## src/rtl/fetch_queue_pkg.sv

```systemverilog
// Shared types and defaults for the two-wide instruction fetch queue.
package fetch_queue_pkg;

  localparam int unsigned FQ_DEPTH_DEFAULT = 8;
  localparam int unsigned FQ_WIDTH         = 32;

  typedef struct packed {
    logic [FQ_WIDTH-1:0] pc;
    logic [FQ_WIDTH-1:0] inst;
  } fq_entry_t;

  // Number of entries carried by a slot-valid vector; the illegal 10 counts as nothing.
  function automatic logic [1:0] fq_slot_cnt(input logic [1:0] valid);
    logic [1:0] cnt;
    cnt = 2'd0;
    if (valid == 2'b11) cnt = 2'd2;
    else if (valid == 2'b01) cnt = 2'd1;
    return cnt;
  endfunction

endpackage

```

## src/rtl/fq_ptr_ctrl.sv

```systemverilog
// Head/tail/occupancy bookkeeping for the fetch queue circular buffer.
module fq_ptr_ctrl
  import fetch_queue_pkg::*;
#(
  parameter int unsigned DEPTH = FQ_DEPTH_DEFAULT,
  localparam int unsigned PTR_W = $clog2(DEPTH),
  localparam int unsigned CNT_W = PTR_W + 1
) (
  input  logic             clk,
  input  logic             rst,
  input  logic             flush_i,
  input  logic [1:0]       push_cnt_i,
  input  logic [1:0]       pop_cnt_i,
  output logic [PTR_W-1:0] head_o,
  output logic [PTR_W-1:0] tail_o,
  output logic [CNT_W-1:0] count_o
);

  logic [PTR_W-1:0] head_q, head_d;
  logic [PTR_W-1:0] tail_q, tail_d;
  logic [CNT_W-1:0] count_q, count_d;
  logic [1:0]       pop_eff;

  // Never retire more entries than are actually held.
  always_comb begin
    pop_eff = pop_cnt_i;
    if (CNT_W'(pop_cnt_i) > count_q) pop_eff = 2'(count_q);
  end

  always_comb begin
    head_d  = head_q;
    tail_d  = tail_q;
    count_d = count_q;
    if (flush_i) begin
      head_d  = '0;
      tail_d  = '0;
      count_d = '0;
    end else begin
      head_d  = head_q + PTR_W'(pop_eff);
      tail_d  = tail_q + PTR_W'(push_cnt_i);
      count_d = count_q + CNT_W'(push_cnt_i) - CNT_W'(pop_eff);
    end
  end

  always_ff @(posedge clk or posedge rst) begin
    if (rst) begin
      head_q  <= '0;
      tail_q  <= '0;
      count_q <= '0;
    end else begin
      head_q  <= head_d;
      tail_q  <= tail_d;
      count_q <= count_d;
    end
  end

  assign head_o  = head_q;
  assign tail_o  = tail_q;
  assign count_o = count_q;

endmodule

```

## src/rtl/fetch_queue.sv

```systemverilog
// Two-wide fetch queue: buffers {PC, inst} pairs between fetch and decode with show-ahead reads.
module fetch_queue
  import fetch_queue_pkg::*;
#(
  parameter int unsigned DEPTH = FQ_DEPTH_DEFAULT,
  parameter int unsigned WIDTH = FQ_WIDTH,
  localparam int unsigned PTR_W = $clog2(DEPTH)
) (
  input  logic             clk,
  input  logic             rst,
  input  logic             flush,
  input  logic [1:0]       in_valid,
  input  logic [WIDTH-1:0] in_pc0,
  input  logic [WIDTH-1:0] in_inst0,
  input  logic [WIDTH-1:0] in_pc1,
  input  logic [WIDTH-1:0] in_inst1,
  output logic             in_ready,
  output logic [1:0]       out_valid,
  output logic [WIDTH-1:0] out_pc0,
  output logic [WIDTH-1:0] out_inst0,
  output logic [WIDTH-1:0] out_pc1,
  output logic [WIDTH-1:0] out_inst1,
  input  logic [1:0]       pop_cnt,
  output logic [PTR_W:0]   count
);

  localparam int unsigned CNT_W = PTR_W + 1;
  localparam logic [CNT_W-1:0] DEPTH_C = CNT_W'(DEPTH);

  fq_entry_t        mem [DEPTH];
  logic [PTR_W-1:0] head, tail, head_p1, tail_p1;
  logic [CNT_W-1:0] count_q;
  logic [1:0]       push_cnt;
  fq_entry_t        wr0, wr1, rd0, rd1;

  // Ready looks only at registered occupancy so fetch never waits on decode's pop.
  assign in_ready = (DEPTH_C - count_q) >= CNT_W'(2);
  assign push_cnt = (in_ready && !flush) ? fq_slot_cnt(in_valid) : 2'd0;

  fq_ptr_ctrl #(.DEPTH(DEPTH)) u_ptr (
    .clk        (clk),
    .rst        (rst),
    .flush_i    (flush),
    .push_cnt_i (push_cnt),
    .pop_cnt_i  (flush ? 2'd0 : pop_cnt),
    .head_o     (head),
    .tail_o     (tail),
    .count_o    (count_q)
  );

  assign head_p1 = head + PTR_W'(1);
  assign tail_p1 = tail + PTR_W'(1);

  assign wr0 = '{pc: FQ_WIDTH'(in_pc0), inst: FQ_WIDTH'(in_inst0)};
  assign wr1 = '{pc: FQ_WIDTH'(in_pc1), inst: FQ_WIDTH'(in_inst1)};

  // Storage is intentionally unreset; occupancy alone decides what is valid.
  always_ff @(posedge clk) begin
    if (push_cnt != 2'd0) mem[tail] <= wr0;
    if (push_cnt == 2'd2) mem[tail_p1] <= wr1;
  end

  assign rd0 = mem[head];
  assign rd1 = mem[head_p1];

  always_comb begin
    out_valid = 2'b11;
    if (count_q == '0) out_valid = 2'b00;
    else if (count_q == CNT_W'(1)) out_valid = 2'b01;
  end

  assign out_pc0   = WIDTH'(rd0.pc);
  assign out_inst0 = WIDTH'(rd0.inst);
  assign out_pc1   = WIDTH'(rd1.pc);
  assign out_inst1 = WIDTH'(rd1.inst);
  assign count     = count_q;

  // Upstream protocol checks; the datapath above already tolerates violations.
  always @(posedge clk) begin
    if (!rst) begin
      assert (in_valid != 2'b10);
      assert (pop_cnt != 2'd3 && CNT_W'(pop_cnt) <= count_q);
    end
  end

endmodule

```

## config.mk

```make
export PLATFORM = sky130hd
export DESIGN_NAME = fetch_queue
export DESIGN_NICKNAME = d
export VERILOG_FILES = /design/src/rtl/fetch_queue_pkg.sv /design/src/rtl/fq_ptr_ctrl.sv /design/src/rtl/fetch_queue.sv
export SDC_FILE = /design/constraint.sdc
export NUM_CORES = 1
export LEC_CHECK = 0
export BUFFER_PORTS_ARGS = -buffer_cell sky130_fd_sc_hd__buf_2
export CAP_MARGIN = 15
export CORE_ASPECT_RATIO = 0.7
export CORE_MARGIN = 5
export CORE_UTILIZATION = 44
export CTS_CLUSTER_SIZE = 30
export DETAILED_ROUTE_END_ITERATION = 10
export MAX_ROUTING_LAYER = met4
export SYNTH_ARGS = -nofsm -noshare
export SYNTH_HDL_FRONTEND = slang
export SYNTH_SLANG_ARGS = --single-unit
```

## constraint.sdc

```tcl
create_clock -name clk -period 6 [get_ports clk]
set_clock_uncertainty 0.1 [all_clocks]
set_input_delay 1.2 -clock clk [delete_from_list [all_inputs] [get_ports clk]]
set_output_delay 1.2 -clock clk [all_outputs]
set_load 0.05 [all_outputs]
```

==> impl_metrics.csv, run 1 <==
group,metric,value,unit
clocking,cts_buffers,55,
timing,fin_crit,4820,ps
timing,slew_violations,0,
placement,dp_hpwl,47.8,mm
synth,synth_edf_count,512,
timing,finalSetupViolations,0,
synth,synthAdderAreaFrac,0.840,%
timing,rsz0062_at_grt,"false",
synth,synth_top_family_by_area,"multiplexers",
synth,avgSynthCellArea,18.4,sq um
power_and_ir_drop,p_comb_share,52.1,%
setup_path,r2r.worst_path.cells,14,
layout,n_fill_cell,5674,
setup_path,cp-startpoint,"u_ptr.head_o[0]",
synth,synth.most_common_cell,"mux2_2",
power_and_ir_drop,max-vdd-ir-drop,0.000397,V
timing,timing.hold.ws,466,ps
synth,ys_warn_count,0,
timing,maxSlewHeadroom,22.5,%
route,routed_via_density,6.09,
layout,stdcell_count,2859,
timing,finalHoldViolations,0,
timing,max_freq,0.207,GHz
route,drc,0,
worst_hold_path,min_path_type,"input port to async pin",
clocking,cts.sink_count,522,
layout,area_growth,13.4,%
route,routed_wl,84.2,mm
placement,portBuffers,269,
floorplan,die_x,324,um
power_and_ir_drop,p_per_area,466,nW/um^2
setup_path,worst-setup-path-type,"flip-flop to primary output",
setup_path,critPathMaxFanout,48,
global_routing,grt_max_degree,102,
synth,synthFlopType,"edfxtp_1",
status,outcome,"finished clean",
global_routing,grt_overflow,0,
power_and_ir_drop,pwr-share-clk,20.2,%
power_and_ir_drop,switching_share,42.9,%
setup_path,critPathMaxStageDelay,890,ps
route,ant_nets,0,
global_routing,grt_pass1_wl,124,mm
synth,synth_area,30400,sq um
route,drt-pass1-iter-count,5,
setup_path,worstPathRequired,4700,ps
layout,drive_gt1_share,63.5,%
synth,yosysTopAreaCellShare,50.6,%
layout,fin_area,34400,sq um
floorplan,fp-row-count,80,
route,vias,17410,
synth,synth_nets,1805,
synth,synth_compound_area_share,0.334,%
placement,gp_congestion,0.760,
setup_path,slowest_stage,"ha_4",
power_and_ir_drop,switchingPower,6.88,mW
floorplan,initial_core_util,44.5,%
synth,synth-simple-area-share,1.30,%
route,drt_iter0_markers,1297,
clocking,hold_buffers,0,
route,avgRoutedWirePerCell,29.4,um
clocking,cts_max_level,2,
placement,placed_cells,2740,
global_routing,antenna_found_initial,20,
timing,fin_ws,1180,ps
placement,place_ws,1760,ps
global_routing,grt_pass1_vias,18335,
synth,synthMuxAreaShare,43.4,%
layout,num-nets-final,2048,
job,max-cap-violations,0,
floorplan,coreArea,68300,sq um
synth,yosysTopAreaCell,"edfxtp_1",
power_and_ir_drop,sequentialPowerShare,27.7,%
power_and_ir_drop,power_leakage,11.4,nW
setup_path,arrival,3520,ps
clocking,clk_latency,610,ps
synth,synth_area_leaders,"edfxtp_1 51%, mux2_2 19%, mux4_2 19%",
power_and_ir_drop,intPower,9.16,mW
placement,placed_area,32700,sq um
synth,async_reset_ff_share,1.92,%
timing,post-route-period-util,80.4,%
synth,synth_seq_cells,522,
setup_path,worst_setup_path_start_kind,"flip-flop",
synth,synth_common_cells,"518 x mux2_2, 512 x edfxtp_1, 256 x mux4_2",
synth,ys_types,48,
clocking,cts_tree,"built",
floorplan,die_h,230,um
setup_path,r2r_start,"u_ptr.count_o[1]",
synth,syn_inst,1652,
synth,ys_seq_area_share,51.4,%
floorplan,dieArea,74500,sq um
clocking,clock_path_buffers,3,
clocking,clk_pin_slew,60,ps
synth,synthXorXnorAreaFrac,0.202,%
setup_path,ff2ff_setup_slack,2120,ps
clocking,cts_resized,0,
timing,tightest_slew,1160,ps
clocking,root_buffer,"clkbuf_16",
timing,setup_tns,0,ps
setup_path,cp-end-kind,"primary output",
clocking,cts_setup_buffers,0,
floorplan,ios,270,
setup_path,crit_chain,"ha_4 > buf_12 > mux4_2 > mux2_2 > buf_2",
global_routing,grt_usage,23.1,%
## worst max-delay path: cells and delay by family (launching register included)
kind                       cells  cell delay, ps
muxes                          2             670
adders and majority gates      1             890
DFF                            1             680
buffers and inverters          2             600
## per-stage QoR
step | power [mW] | util (%)
after floorplan | 10.9 | -
after global placement | 12.9 | 48.0
after detailed placement | 13.0 | 48.0
after CTS | 16.3 | 50.4
after global routing | 16.8 | 50.5
final | 16.0 | 50.5
## kinds of logic (layout without fill, tap and decap cells)
| kind of cell | count (synthesis) | count (layout) |
|---|---|---|
| AOI/OAI and AO/OA | 16 | 16 |
| xor gates and xnor gates | 7 | 7 |
| adders and majority gates | 18 | 18 |
| buffers and inverters | 137 | 422 |
| DFF | 522 | 522 |
| muxes | 897 | 897 |
| other | 0 | 20 |
| and+or+nand+nor | 55 | 55 |
## routing by layer
metal / vias up / share of wire [%] / GRT usage, %
li1: 7469 / - / -
met1: 9298 / 42 / 30.6
met5: - / 0 / -
met3: 101 / 6.4 / 4.21
met2: 542 / 49 / 37.5
met4: 0 / 1.8 / 5.28
## power by group through the flow
stage          sequential (mW)  clock, mW  combinational (mW)
2_1_floorplan             4.46          0                6.49
3_3_place_gp              4.51          0                8.42
3_5_place_dp              4.52          0                8.46
4_1_cts                   4.45       3.34                8.49
5_1_grt                   4.47       3.48                8.81
6_report                  4.44       3.25                8.35
## final timing paths
check / endpoint
min in group clk: u_ptr.tail_o[2]
min reg2reg: u_ptr.tail_o[2]
max reg2reg: u_ptr.count_o[3]
min: u_ptr.count_o[2]
max in group asynchronous: u_ptr.head_o[1]
max: out_inst1[18]
## sequential cells by signal, indices dropped and copies added (netlist names)
signal         cells
u_ptr.count_o      4
u_ptr.tail_o       3
mem              512
u_ptr.head_o       3
## placed cells by master (no fill, tap or decap), drive strengths merged, types with 2 or more instances in the layout
cell      synthesis  layout
mux2            640     640
edfxtp          512     512
buf              81     310
mux4            256     256
clkbuf           43      71
clkinv            1      25
diode             0      20
nor2             15      15
ha               14      14
inv              12      12
dfrtp            10      10
nor2b             9       9
nand3             8       8
a21oi             7       7
xnor2             4       4
fa                4       4
nand4             4       4
nand2             3       3
o21ai             3       3
nand2b            3       3
xor2              3       3
nor3              2       2
and2              2       2
nand3b            2       2
clkinvlp          0       2
bufinv            0       2
nor3b             2       2
## layout make-up
class / instances / area, sq um / area share (%)
Inverter: 13 / 53.8 / 0.156
Clock buffer: 71 / 1480 / 4.29
Tap cell: 902 / 1130 / 3.28
Clock inverter: 28 / 178 / 0.516
Antenna cell: 20 / 50.0 / 0.145
Sequential cell: 522 / 15600 / 45.4
Multi-Input combinational cell: 993 / 14100 / 41.0
Timing Repair Buffer: 310 / 1820 / 5.27
Note: power is estimated with default switching activity, not from simulation.
==> run 2, diff against run 1 <==
Clock period 6 ns to 4.1 ns, I/O delays scaled along.
==> run 2 against run 1 <==
  * Clock-buffer cell count decreased by 2
  * Sequential share of layout area fell by 0.39 points
  * Design area is 0.87% higher
  * First-iteration DRC count is 8.9% higher
  * Total power increased by 48%
  * Utilization rose by 0.44 points
  * Register-to-register slack worse by 1500 ps
  * Die area unchanged
  * Global-route usage down 0.17 points
==> impl_metrics.csv, run 2 (synthesized netlist as in run 1, its figures left out) <==
group,metric,value,unit
status,outcome,"finished clean",
layout,post-route-util,50.9,%
global_routing,antenna_found_initial,11,
job,max-cap-violations,0,
clocking,hold_buffers,0,
route,routed_via_density,6.05,
placement,dp_hpwl,48.0,mm
timing,finalHoldViolations,0,
setup_path,worst-setup-path-type,"flip-flop to primary output",
timing,fin_crit,3870,ps
layout,largest_reg_flops,512,
global_routing,grt_pass1_wl,124,mm
timing,post-route-period-util,94.3,%
clocking,clk_pin_slew,60,ps
timing,rsz0062_at_grt,"false",
setup_path,arrival,2950,ps
layout,drive_gt1_share,63.9,%
global_routing,grt_pass1_vias,18581,
layout,top_register,"mem",
timing,max_freq,0.259,GHz
layout,mostFrequentLayoutCell,"mux2_2",
clocking,cts_tree,"built",
clocking,clock_path_buffers,3,
setup_path,crit_chain,"buf_12 > buf_4 > mux4_2 > mux2_2 > buf_2",
route,ant_nets,0,
setup_path,worst_setup_path_start_kind,"flip-flop",
clocking,cts_buffers,53,
setup_path,critPathMaxFanout,51,
clocking,cts_resized,0,
power_and_ir_drop,p_per_area,682,nW/um^2
timing,slew_violations,0,
route,drt-pass1-iter-count,5,
layout,area_growth,14.3,%
clocking,clk_latency,610,ps
global_routing,grt_max_degree,79,
clocking,root_buffer,"clkbuf_16",
clocking,cts.sink_count,522,
timing,maxSlewHeadroom,47.2,%
route,drt_iter0_markers,1412,
setup_path,critPathMaxStageDelay,550,ps
floorplan,dieArea,74500,sq um
floorplan,fp-row-count,80,
timing,timing.hold.ws,82.3,ps
setup_path,slowest_stage,"mux4_2",
setup_path,cp-end-kind,"primary output",
placement,gp_congestion,0.757,
floorplan,coreArea,68300,sq um
floorplan,initial_core_util,44.5,%
clocking,cts_setup_buffers,0,
layout,layout_common_cells,"518 x mux2_2, 512 x edfxtp_1, 269 x buf_2",
setup_path,worstPathRequired,3180,ps
floorplan,die_x,324,um
layout,num-nets-final,2058,
floorplan,die_h,230,um
floorplan,ios,270,
global_routing,grt_overflow,0,
power_and_ir_drop,max-vdd-ir-drop,0.000680,V
timing,finalSetupViolations,0,
worst_hold_path,min_path_type,"input port to async pin",
power_and_ir_drop,power_leakage,11.6,nW
clocking,cts_max_level,2,
placement,portBuffers,269,
route,drc,0,
route,avgRoutedWirePerCell,29.2,um
route,routed_wl,83.6,mm
timing,tightest_slew,793,ps
global_routing,grt_usage,22.9,%
route,vias,17327,
==> run 2: metal layers <==
metal	vias to the layer above	share of wire, %	global-route usage (%)
li1	7466	-	-
met1	9230	41	30.1
met2	522	51	38.1
met3	109	6.3	3.74
met4	0	1.8	4.83
met5	-	0	-
==> run 2: worst paths after layout <==
path,from,to,slack [ps],cells after the start
setup reg to reg,u_ptr.tail_o[0],mem[4][59],660,6
hold / removal,rst,u_ptr.count_o[3],80,2
setup / recovery,u_ptr.head_o[0],out_inst1[18],230,5
max in group asynchronous,rst,u_ptr.head_o[2],3510,2
hold reg to reg,u_ptr.tail_o[2],u_ptr.tail_o[2],670,2
min in group clk,flush,u_ptr.head_o[2],460,2
==> run 2: stage by stage <==
step	worst slack, ps	std cells	power, mW	TNS, ps	cell area (sq um)
2_1_floorplan	-1430	1652	16.0	-672810	30400
3_3_place_gp	363	2752	19.1	0	33000
4_1_cts	147	2850	24.0	0	34700
5_1_grt	76.4	2860	24.7	0	34700
6_report	234	2863	23.7	0	34700
3_5_place_dp	357	2752	19.1	0	33000
==> run 2: cell type report <==
type	count	area, sq um
fillers	5632	33500
flip-flops and latches	522	15600
multi-input cells	993	14100
repair buffers	322	2110
clock buffers	69	1450
well taps	902	1130
clock inverters	29	234
inverters	13	53.8
diodes	13	32.5
==> run 2: power by group <==
| group | total [mW] | internal, mW | switching (mW) |
|---|---|---|---|
| logic | 12.5 | 4.63 | 7.86 |
| clock network | 4.81 | 2.73 | 2.08 |
| registers | 6.41 | 6.25 | 0.169 |
| total | 23.7 | 13.6 | 10.1 |
==> run 2: worst max-delay path: cells and delay by family (launching register included) <==
family   cells  cell delay [ps]
buf+inv      3              980
flops        1              470
mux          2              870
==> run 3, diff against run 2 <==
Settings changed: CORE_UTILIZATION 44 to 30, GPL_ROUTABILITY_DRIVEN set to 0.
==> run 3 against run 2 <==
  * Setup slack better by 14 ps
  * Clock-buffer cell count up 8
  * Global-route usage down 5.9 points
  * Clock power up 1%
  * Total power up 1.3%
  * Sequential power about the same
  * Design area up 1.7%
  * Fmax up 0.36%
  * Combinational power about the same
==> impl_metrics.csv, run 3 (synthesized netlist as in run 1, its figures left out) <==
group,metric,value,unit
timing,finalHoldViolations,0,
setup_path,r2r_start,"u_ptr.tail_o[0]",
route,drc,0,
route,routed_wl,90.5,mm
route,routed_via_density,5.28,
clocking,cts_setup_buffers,0,
global_routing,grt_pass1_vias,19201,
power_and_ir_drop,power,24.0,mW
timing,setup_tns,0,ps
setup_path,worst_setup_path_start_kind,"flip-flop",
status,outcome,"finished clean",
placement,portBuffers,269,
route,drt-pass1-iter-count,5,
setup_path,r2r.worst_path.cells,6,
power_and_ir_drop,intPower,13.7,mW
clocking,cts.sink_count,522,
layout,mostFrequentLayoutCell,"mux2_2",
power_and_ir_drop,sequentialPowerShare,26.8,%
setup_path,critPathMaxFanout,48,
layout,drive_gt1_share,63.7,%
worst_hold_path,min_path_type,"input port to async pin",
floorplan,coreArea,100000,sq um
route,vias,17444,
power_and_ir_drop,p_per_area,679,nW/um^2
setup_path,ff2ff_setup_slack,800,ps
power_and_ir_drop,pwr-share-clk,20.3,%
route,ant_nets,0,
placement,place_ws,503,ps
layout,area_growth,16.3,%
clocking,cts_tree,"built",
job,max-cap-violations,0,
layout,final-seq-area,15600,sq um
power_and_ir_drop,power_leakage,11.5,nW
clocking,hold_buffers,0,
global_routing,grt_usage,17.0,%
timing,tightest_slew,1070,ps
clocking,clk_pin_slew,60,ps
floorplan,ios,270,
power_and_ir_drop,p_comb_share,52.9,%
timing,fin_ws,248,ps
global_routing,grt_pass1_wl,132,mm
timing,slew_violations,0,
layout,largest_reg_flops,512,
clocking,cts_buffers,57,
setup_path,arrival,2930,ps
timing,post-route-period-util,94.0,%
setup_path,rr_endpoint,"mem[1][41]",
route,avgRoutedWirePerCell,27.4,um
power_and_ir_drop,switching_share,43.1,%
layout,layout_common_cells,"518 x mux2_2, 512 x edfxtp_1, 269 x buf_2",
timing,rsz0062_at_grt,"false",
power_and_ir_drop,max-vdd-ir-drop,0.000666,V
route,drt_iter0_markers,1250,
setup_path,cp-end-kind,"primary output",
floorplan,initial_core_util,30.3,%
clocking,cts_max_level,2,
layout,multi_input_area,14100,sq um
floorplan,dieArea,108000,sq um
layout,n_fill_cell,9537,
floorplan,die_h,276,um
layout,num-nets-final,2062,
placement,dp_hpwl,51.5,mm
global_routing,grt_overflow,0,
clocking,clk_latency,610,ps
timing,maxSlewHeadroom,28.4,%
timing,max_freq,0.260,GHz
timing,finalSetupViolations,0,
floorplan,die_x,390,um
setup_path,worst-setup-path-type,"flip-flop to primary output",
layout,top_register,"mem",
clocking,cts_resized,0,
floorplan,fp-row-count,97,
clocking,clock_path_buffers,3,
global_routing,grt_max_degree,81,
clocking,root_buffer,"clkbuf_16",
timing,fin_crit,3850,ps
power_and_ir_drop,switchingPower,10.4,mW
setup_path,worstPathRequired,3180,ps
global_routing,antenna_found_initial,17,
## run 3: cell count changes in the layout (fill, tap and decap cells not counted), moves of 2 or more
| cell | before | now |
|---|---|---|
| clkinv_1 | 12 | 10 |
| diode_2 | 13 | 18 |
| clkinvlp_4 | 0 | 2 |
| clkbuf_16 | 55 | 57 |
| clkbuf_1 | 12 | 19 |
| clkinv_2 | 12 | 8 |
## run 3: worst max-delay path: stages (launching register included)
cell and delay [ps]:
dfrtp_4 600, ha_4 410, buf_12 350, mux4_2 380, mux2_2 320, buf_2 220
## run 3: power groups by stage
stage	registers [mW]	clock network [mW]	logic (mW)
final	6.43	4.88	12.7
after global routing	6.46	5.25	13.4
after CTS	6.43	5.02	12.9
after detailed placement	6.54	0	12.9
after global placement	6.51	0	12.8
after floorplan	6.53	0	9.49
## run 3: final cells by class
type                       count  area share [%]
clock buffer                  77            4.28
tap                         1336            4.73
sequential                   522            44.2
timing repair buffer         322            6.00
clock inverter                24           0.542
antenna                       18           0.127
multi-input combinational    993            39.9
inverter                      13           0.152
## run 3: how the worst max path moves through the flow
stage                                 from                to  slack (ps)  cells past startpoint
final                      u_ptr.head_o[0]      out_inst1[0]         250                      5
after global routing       u_ptr.head_o[0]       out_pc1[11]         140                      4
after CTS                  u_ptr.head_o[0]     out_inst1[13]         140                      5
after detailed placement             flush  u_ptr.count_o[3]         500                     15
after global placement               flush  u_ptr.count_o[3]         440                     15
after floorplan           u_ptr.count_o[1]         mem[7][0]       -1430                      6
## run 3: per-stage QoR
step,cell area (sq um),hold WS [ps],std cells,utilization [%]
finish,35300,82.3,3305,35.2
floorplan,30400,512,1652,-
detailed placement,33600,659,3186,33.5
global placement,33600,640,3186,33.5
CTS,35300,52.6,3287,35.2
global route,35300,79.2,3303,35.2
## run 3: layer usage
| layer | global-route usage, % | wire length [um] | up-vias | share of wire (%) |
|---|---|---|---|---|
| met5 | - | 0 | - | 0 |
| met4 | 3.56 | 1740 | 0 | 1.9 |
| met3 | 3.20 | 5190 | 126 | 5.7 |
| met2 | 28.1 | 44800 | 483 | 49 |
| met1 | 22.0 | 38800 | 9358 | 43 |
| li1 | - | - | 7477 | - |
